$ cat src/rtl/mc_ctrl.sv
// mc_ctrl: multi-cycle main controller for the MIPS datapath.
// Sequences FETCH/DECODE/EXE/MEM/WB and drives every datapath enable and
// select from the current state, the IR opcode/funct fields and alu_zero.
// A retired-instruction counter ticks once per completed instruction
// (illegal encodings included).
module mc_ctrl #(
    parameter int CNT_W = 32
) (
    input  logic             clk,
    input  logic             reset,
    input  logic [31:0]      instr,
    input  logic             alu_zero,
    output logic             pc_we,
    output logic [1:0]       pc_src,
    output logic             ir_we,
    output logic             reg_we,
    output logic [1:0]       reg_dst,
    output logic [1:0]       wd_src,
    output logic             alu_b_src,
    output logic [1:0]       ext_op,
    output logic [2:0]       alu_op,
    output logic             mem_we,
    output logic [2:0]       state,
    output logic             instr_done,
    output logic             illegal,
    output logic [CNT_W-1:0] retired
);

    // State codes are visible on the state port, so they are fixed values.
    localparam logic [2:0] S_FETCH  = 3'd0;
    localparam logic [2:0] S_DECODE = 3'd1;
    localparam logic [2:0] S_EXE    = 3'd2;
    localparam logic [2:0] S_MEM    = 3'd3;
    localparam logic [2:0] S_WB     = 3'd4;

    // Select encodings
    localparam logic [1:0] PC_INC  = 2'b00;
    localparam logic [1:0] PC_BR   = 2'b01;
    localparam logic [1:0] PC_JIDX = 2'b10;
    localparam logic [1:0] PC_RS   = 2'b11;

    localparam logic [1:0] DST_RT  = 2'b00;
    localparam logic [1:0] DST_RD  = 2'b01;
    localparam logic [1:0] DST_RA  = 2'b10;

    localparam logic [1:0] WD_ALU  = 2'b00;
    localparam logic [1:0] WD_MEM  = 2'b01;
    localparam logic [1:0] WD_PC   = 2'b10;

    localparam logic [1:0] EXT_ZERO = 2'b00;
    localparam logic [1:0] EXT_SIGN = 2'b01;
    localparam logic [1:0] EXT_LUI  = 2'b10;

    localparam logic [2:0] ALU_ADD = 3'b000;
    localparam logic [2:0] ALU_SUB = 3'b001;
    localparam logic [2:0] ALU_OR  = 3'b010;

    logic [5:0] op;
    logic [5:0] funct;
    logic [2:0] nxt;

    logic is_addu, is_subu, is_jr;
    logic is_ori, is_lui, is_lw, is_sw, is_beq, is_j, is_jal;
    logic is_rtype_alu, is_jump, is_legal;

    // Register/shamt fields are consumed by the datapath, not here.
    logic unused_fields;
    assign unused_fields = ^instr[25:6];

    assign op    = instr[31:26];
    assign funct = instr[5:0];

    // Instruction classification from op/funct.
    always_comb begin
        is_addu = (op == 6'h00) && (funct == 6'h21);
        is_subu = (op == 6'h00) && (funct == 6'h23);
        is_jr   = (op == 6'h00) && (funct == 6'h08);
        is_ori  = (op == 6'h0d);
        is_lui  = (op == 6'h0f);
        is_lw   = (op == 6'h23);
        is_sw   = (op == 6'h2b);
        is_beq  = (op == 6'h04);
        is_j    = (op == 6'h02);
        is_jal  = (op == 6'h03);
        is_rtype_alu = is_addu | is_subu;
        is_jump      = is_j | is_jal | is_jr;
        is_legal     = is_rtype_alu | is_jump | is_ori | is_lui |
                       is_lw | is_sw | is_beq;
    end

    // State register; reset always lands in FETCH.
    always_ff @(posedge clk) begin
        if (reset) state <= S_FETCH;
        else       state <= nxt;
    end

    // Next-state: jumps and illegal encodings finish in DECODE, beq in EXE,
    // sw in MEM, everything else in WB. Unused codes fall back to FETCH.
    always_comb begin
        nxt = S_FETCH;
        case (state)
            S_FETCH:  nxt = S_DECODE;
            S_DECODE: nxt = (is_jump || !is_legal) ? S_FETCH : S_EXE;
            S_EXE: begin
                if (is_lw || is_sw)                         nxt = S_MEM;
                else if (is_rtype_alu || is_ori || is_lui)  nxt = S_WB;
                else                                        nxt = S_FETCH;
            end
            S_MEM:    nxt = is_lw ? S_WB : S_FETCH;
            S_WB:     nxt = S_FETCH;
            default:  nxt = S_FETCH;
        endcase
    end

    // Moore outputs per state, qualified by instruction fields and alu_zero.
    // Reset overrides every enable and pulse so an abandoned instruction
    // cannot commit anything while reset is held.
    always_comb begin
        pc_we      = 1'b0;
        pc_src     = PC_INC;
        ir_we      = 1'b0;
        reg_we     = 1'b0;
        reg_dst    = DST_RT;
        wd_src     = WD_ALU;
        alu_b_src  = 1'b0;
        ext_op     = EXT_ZERO;
        alu_op     = ALU_ADD;
        mem_we     = 1'b0;
        instr_done = 1'b0;
        illegal    = 1'b0;

        case (state)
            S_FETCH: begin
                ir_we  = 1'b1;
                pc_we  = 1'b1;
                pc_src = PC_INC;
            end
            S_DECODE: begin
                if (is_j) begin
                    pc_we  = 1'b1;
                    pc_src = PC_JIDX;
                end
                if (is_jal) begin
                    // PC already holds PC+4 here, which is the link value.
                    pc_we   = 1'b1;
                    pc_src  = PC_JIDX;
                    reg_we  = 1'b1;
                    reg_dst = DST_RA;
                    wd_src  = WD_PC;
                end
                if (is_jr) begin
                    pc_we  = 1'b1;
                    pc_src = PC_RS;
                end
                illegal    = !is_legal;
                instr_done = is_jump || !is_legal;
            end
            S_EXE: begin
                if (is_addu) alu_op = ALU_ADD;
                if (is_subu) alu_op = ALU_SUB;
                if (is_ori) begin
                    alu_op    = ALU_OR;
                    ext_op    = EXT_ZERO;
                    alu_b_src = 1'b1;
                end
                if (is_lui) begin
                    // Upper-immediate OR'd with rs; correct only when rs is $0.
                    alu_op    = ALU_OR;
                    ext_op    = EXT_LUI;
                    alu_b_src = 1'b1;
                end
                if (is_lw || is_sw) begin
                    alu_op    = ALU_ADD;
                    ext_op    = EXT_SIGN;
                    alu_b_src = 1'b1;
                end
                if (is_beq) begin
                    // Compare rs/rt by subtraction; B comes from the GRF.
                    alu_op     = ALU_SUB;
                    ext_op     = EXT_SIGN;
                    pc_we      = alu_zero;
                    pc_src     = alu_zero ? PC_BR : PC_INC;
                    instr_done = 1'b1;
                end
            end
            S_MEM: begin
                mem_we     = is_sw;
                instr_done = is_sw;
            end
            S_WB: begin
                reg_we     = 1'b1;
                reg_dst    = is_rtype_alu ? DST_RD : DST_RT;
                wd_src     = is_lw ? WD_MEM : WD_ALU;
                instr_done = 1'b1;
            end
            default: ;
        endcase

        if (reset) begin
            pc_we      = 1'b0;
            ir_we      = 1'b0;
            reg_we     = 1'b0;
            mem_we     = 1'b0;
            instr_done = 1'b0;
            illegal    = 1'b0;
        end
    end

    // Retired-instruction counter, free-running modulo 2^CNT_W.
    always_ff @(posedge clk) begin
        if (reset)           retired <= '0;
        else if (instr_done) retired <= retired + CNT_W'(1);
    end

endmodule

$ cat config.mk
export PLATFORM = sky130hd
export DESIGN_NAME = mc_ctrl
export DESIGN_NICKNAME = d
export VERILOG_FILES = /design/src/rtl/mc_ctrl.sv
export SDC_FILE = /design/constraint.sdc
export NUM_CORES = 1
export LEC_CHECK = 0
export CAP_MARGIN = 20
export CORE_MARGIN = 1.5
export CORE_UTILIZATION = 47
export DETAILED_ROUTE_END_ITERATION = 10
export GPL_ROUTABILITY_DRIVEN = 0
export PLACE_DENSITY = 0.86
export SYNTH_ARGS = -nofsm -noshare
export SYNTH_HDL_FRONTEND = slang
export SYNTH_SLANG_ARGS = --single-unit
$ cat constraint.sdc
create_clock -name clk -period 13.45 [get_ports clk]
set_clock_uncertainty 0.15 [all_clocks]
set_input_delay 4.035 -clock clk [delete_from_list [all_inputs] [get_ports clk]]
set_output_delay 4.035 -clock clk [all_outputs]
set_load 0.05 [all_outputs]
# --- After elaboration in Yosys (flattened, before gate mapping) ---
# Index checks and enable logic that the tools add are counted.
op_classes:
  n_addsub: 1
  eq_ne: 14
  n_mux: 48
  bitwise_logic: 9
  reduce_logical: 10
op_table:
  columns: ["op", "n"]
  rows:
  - ["$add A32 B1 Y32 const B", 1]
  - ["$eq A6 B6 Y1 const B", 4]
  - ["$mux W1", 24]
  - ["$mux W3", 8]
  - ["$eq A6 B4 Y1 const B", 3]
  - ["$mux W2", 9]
  - ["$eq A6 B2 Y1 const B", 2]
  - ["$pmux W2 S2", 3]
  - ["$pmux W3 S4", 1]
  - ["$or A1 B1 Y1", 9]
  - ["$eq A3 B2 Y1 const B", 2]
  - ["$eq A6 B3 Y1 const B", 1]
  - ["$logic_not A6 Y1", 1]
  - ["$logic_or A1 B1 Y1", 4]
  - ["$pmux W1 S4", 1]
  - ["$eq A3 B1 Y1 const B", 1]
  - ["$eq A3 B3 Y1 const B", 1]
  - ["$logic_and A1 B1 Y1", 3]
  - ["$logic_not A3 Y1", 1]
  - ["$pmux W1 S3", 1]
  - ["$pmux W1 S2", 1]
  - ["$logic_not A1 Y1", 1]
word_totals:
  reg_bits: 35
  input_bits: 35
  output_inout_bits: 53
  wordCells: 84

# --- Longest topological paths before layout ---
depth:
  word_depth: 13
  depth_mapped: 9
  depth_no_buf: 6

# --- Worst setup path after synthesis ---
# OpenSTA, ideal clock, no wires.
synth_path:
  path_kind: "input port to output port"
  start: "input instr[26]"
  end: "output pc_we"
  arrival_time_ns: 6.542
  setup_slack_ns: 2.723
  cell_stages: 6
  n_path_buf: 0
  cell_sequence: "or4_1 nor4_1 nor2_1 nor2_1 nor2_1 o21bai_1"
synth_via:
  elab_chain_cells: 6
synth_lines:
  columns: ["element", "line", "text"]
  rows:
  - ["start, declared", "11", "input logic [31:0] instr,"]
  - ["$eq A6 B2 Y1", "83", "is_j = (op == 6'h02);"]
  - ["$mux W1", "139", "if (is_j) begin"]
  - ["$mux W1", "143", "if (is_jal) begin"]
  - ["$mux W1", "151", "if (is_jr) begin"]
  - ["$pmux W1 S3 (*)", "132", "case (state)"]
  - ["$mux W1 (*)", "199", "if (reset) begin"]
  - ["end, declared", "13", "output logic pc_we,"]
# Mark *: on every way between the ends. The rest lies on a longest branch, timed or not.

# --- Final worst setup path ---
layout_path:
  start: "input instr[29]"
  end: "output instr_done"
layout_via:
  elab_chain_cells: 13
layout_lines:
  columns: ["element", "line", "text"]
  rows:
  - ["$eq A6 B2 Y1 (tied with other cells)", "83", null]
  - ["$or A1 B1 Y1 (tied with other cells)", "86", "is_jump = is_j | is_jal | is_jr;"]
  - ["$or A1 B1 Y1, on equally long branches", "86, 85", null]
  - ["$or A1 B1 Y1 (4 in a row)", "87", "is_legal = is_rtype_alu | is_jump | is_ori | is_lui |"]
  - ["$or A1 B1 Y1 (2 in a row)", "88", "is_lw | is_sw | is_beq;"]
  - ["$logic_not A1 Y1", "156", "instr_done = is_jump || !is_legal;"]
  - ["$logic_or A1 B1 Y1", "156", null]
  - ["$pmux W1 S4 (*)", "132", null]
  - ["$mux W1 (*)", "199", null]
  - ["end, declared", "24", "output logic instr_done,"]
# Marked as above.

==> impl_metrics.json <==
{
  "yosysWarnings": 0,
  "pin_count": 88,
  "cts.clk_slew.worst_paths_ps": 70,
  "area_growth_pct": 34.4,
  "required_ps": 9260,
  "crit_fanout": 24,
  "io_buffers": 66,
  "cts_resized": 0,
  "max_stage_delay_ps": 730,
  "fillCellCount": 372,
  "die_w_um": 71.0,
  "worstSkewPairLatency_ps": 290,
  "power.density_mw_per_mm2": 74.9,
  "die_y_um": 71.0,
  "setup_violations": 0,
  "grt_pass1_wl_um": 9660,
  "syn-instance-count": 267,
  "critPathKind": "primary input to output port",
  "start_util_pct": 49.3,
  "crit_top_cell": "clkdlybuf4s50_1",
  "post_route_cells_drive_above_1_share_pct": 7.67,
  "ir_drop_mv": 0.0393,
  "core_sq_mm": 0.00441,
  "fin_crit_sh_pct": 85.8,
  "synth.area.top_cells": "dfxtp_1 (32%), nor2_1 (5.4%), xnor2_1 (4.4%)",
  "viasPerCell": 6.15,
  "cts_tree": "built",
  "diodes": 0,
  "cp_top_family": "simple AND/OR/NAND/NOR gates",
  "hp-class": "register to register",
  "cts_setup_buffers": 0,
  "nets": 361,
  "htree_levels": 2,
  "ys_types": 57,
  "avgSynthCellArea_sq_um": 8.14,
  "power_uw": 219,
  "yosysTopAreaCellShare_pct": 32.2,
  "drt_iter0_markers": 222,
  "synth_edf_count": 0,
  "ctsHoldBuffers": 0,
  "status": "finished clean",
  "grt_max_degree": 43,
  "grt_pass1_vias": 2138,
  "worst_pin_slew_ps": 857,
  "clock_sinks": 35,
  "tns_ps": 0,
  "drc": 0,
  "maxCapViolCount": 0,
  "cts_made_buffers": 5,
  "synth_fp_nets": 303,
  "vias": 2324,
  "die-area_sq_mm": 0.00504,
  "clk_path_buf_depth": 2,
  "slew_headroom_pct": 42.7,
  "wl_per_cell_um": 15.5,
  "endpoint_kind": "output port",
  "synth.largest_area_cell": "dfxtp_1",
  "dpl.hpwl_um": 4020,
  "grt_overflow": 0,
  "crit_chain": "clkdlybuf4s50_1, or4_4, or3_4, o2111a_4, nor3_4, nor2_1, clkdlybuf4s50_1",
  "finalHoldViolations": 0,
  "synthArstFlopShare_pct": 0,
  "synth_most_common_cell": "dfxtp_1",
  "ys_seq_area_share_pct": 32.2,
  "period_minus_slack_ps": 11550,
  "startpoint_type": "primary input",
  "leakage_uw": 0.000849,
  "path_buf_inv": 2,
  "antenna_found_initial": 0,
  "wl_um": 5850,
  "grtUsageTotal_pct": 24.1,
  "firstDrtPassIters": 4,
  "fmax_mhz": 86.6,
  "arrival_ps": 7360,
  "synth_common_cells": "dfxtp_1 (35), nor2_1 (31), a21oi_1 (18)",
  "crit_slowest_cell": "nor3_4",
  "slew_violations": 0,
  "synthFlopType": "dfxtp_1",
  "ys_ff_latch": 35,
  "rsz0062_at_grt": "false",
  "ant_nets": 0,
  "syn_area_sq_mm": 0.00217,
  "rows": 24,
  "root_buffer": "clkbuf_8"
}
[final cells by class]
class / instances / area [sq um] / area share [%]
flip-flops and latches: 35 / 701 / 24.0
inverters: 1 / 3.75 / 0.128
clock buffers: 8 / 100 / 3.42
multi-input cells: 214 / 1380 / 47.1
well taps: 52 / 65.1 / 2.23
repair buffers: 68 / 676 / 23.1
[worst register-to-register path: stages, from the launching register on]
cell and delay (ps):
dfxtp_1 420, and4_1 340, nand4_1 370, or3_1 520
or4_1 520, a21oi_1 150
[through the flow]
stage / cell area, sq um / std cells / hold slack, ps / worst slack [ps] / util, %
after global placement: 2820 / 369 / 341 / 1940 / 63.8
after global routing: 2920 / 378 / 405 / 1690 / 66.2
after CTS: 2920 / 377 / 377 / 1910 / 66.0
after floorplan: 2170 / 267 / 557 / 2720 / -
after detailed placement: 2820 / 369 / 364 / 1920 / 63.8
final: 2920 / 378 / 379 / 1900 / 66.2
[worst paths after layout]
path | from | slack (ps) | to | cells past startpoint
min | retired[23]$_SDFFE_PP0P_ | 380 | retired[23]$_SDFFE_PP0P_ | 2
max | instr[29] | 1900 | instr_done | 7
min reg2reg | retired[23]$_SDFFE_PP0P_ | 380 | retired[23]$_SDFFE_PP0P_ | 2
max reg2reg | retired[2]$_SDFFE_PP0P_ | 10910 | retired[20]$_SDFFE_PP0P_ | 5
[layout by cell type (no fill, tap or decap), types with 3 or more instances in the layout]
| cell type | count |
|---|---|
| xnor2_1 | 11 |
| nand2b_1 | 5 |
| a31oi_1 | 6 |
| o21ai_1 | 6 |
| nor2_1 | 31 |
| nand2_1 | 15 |
| or3_1 | 12 |
| o21ai_0 | 7 |
| a21oi_1 | 18 |
| dfxtp_1 | 35 |
| and2_1 | 6 |
| or4_1 | 6 |
| and4_1 | 5 |
| a311oi_1 | 3 |
| nand4_1 | 12 |
| clkdlybuf4s50_1 | 66 |
| clkbuf_8 | 7 |
| nand3_1 | 13 |
| a311oi_2 | 4 |
| nor3_1 | 6 |
| o31ai_1 | 5 |
| nor4_1 | 3 |
[kinds of logic (layout without fill, tap and decap cells)]
family,after synthesis,after routing,synth area share [%]
muxes,2,2,0.978
adders and majority gates,1,1,0.575
buffers and inverters,18,77,4.43
other,1,1,0.172
xor gates and xnor gates,13,13,5.24
AOI/OAI and AO/OA,63,63,21.2
DFF,35,35,32.2
and+or+nand+nor,134,134,35.2
[sequential cells by signal, summed over array words and instances (netlist names)]
| signal | flops |
|---|---|
| retired | 32 |
| state | 3 |
[power by group]
part,internal (uW),switching (uW)
logic,10.8,18.2
registers,104,1.39
clock network,46.7,37.4
total,162,57.0
[per-layer routing]
layer / vias to the layer above / part of all wire [%] / track usage [%]
met3: 23 / 8.1 / 6.55
met1: 1070 / 41 / 28.2
met2: 111 / 48 / 41.2
li1: 1120 / - / -
met4: 0 / 2.7 / 10.5
met5: - / 0 / 0
Note: power is estimated with default switching activity, not from simulation.
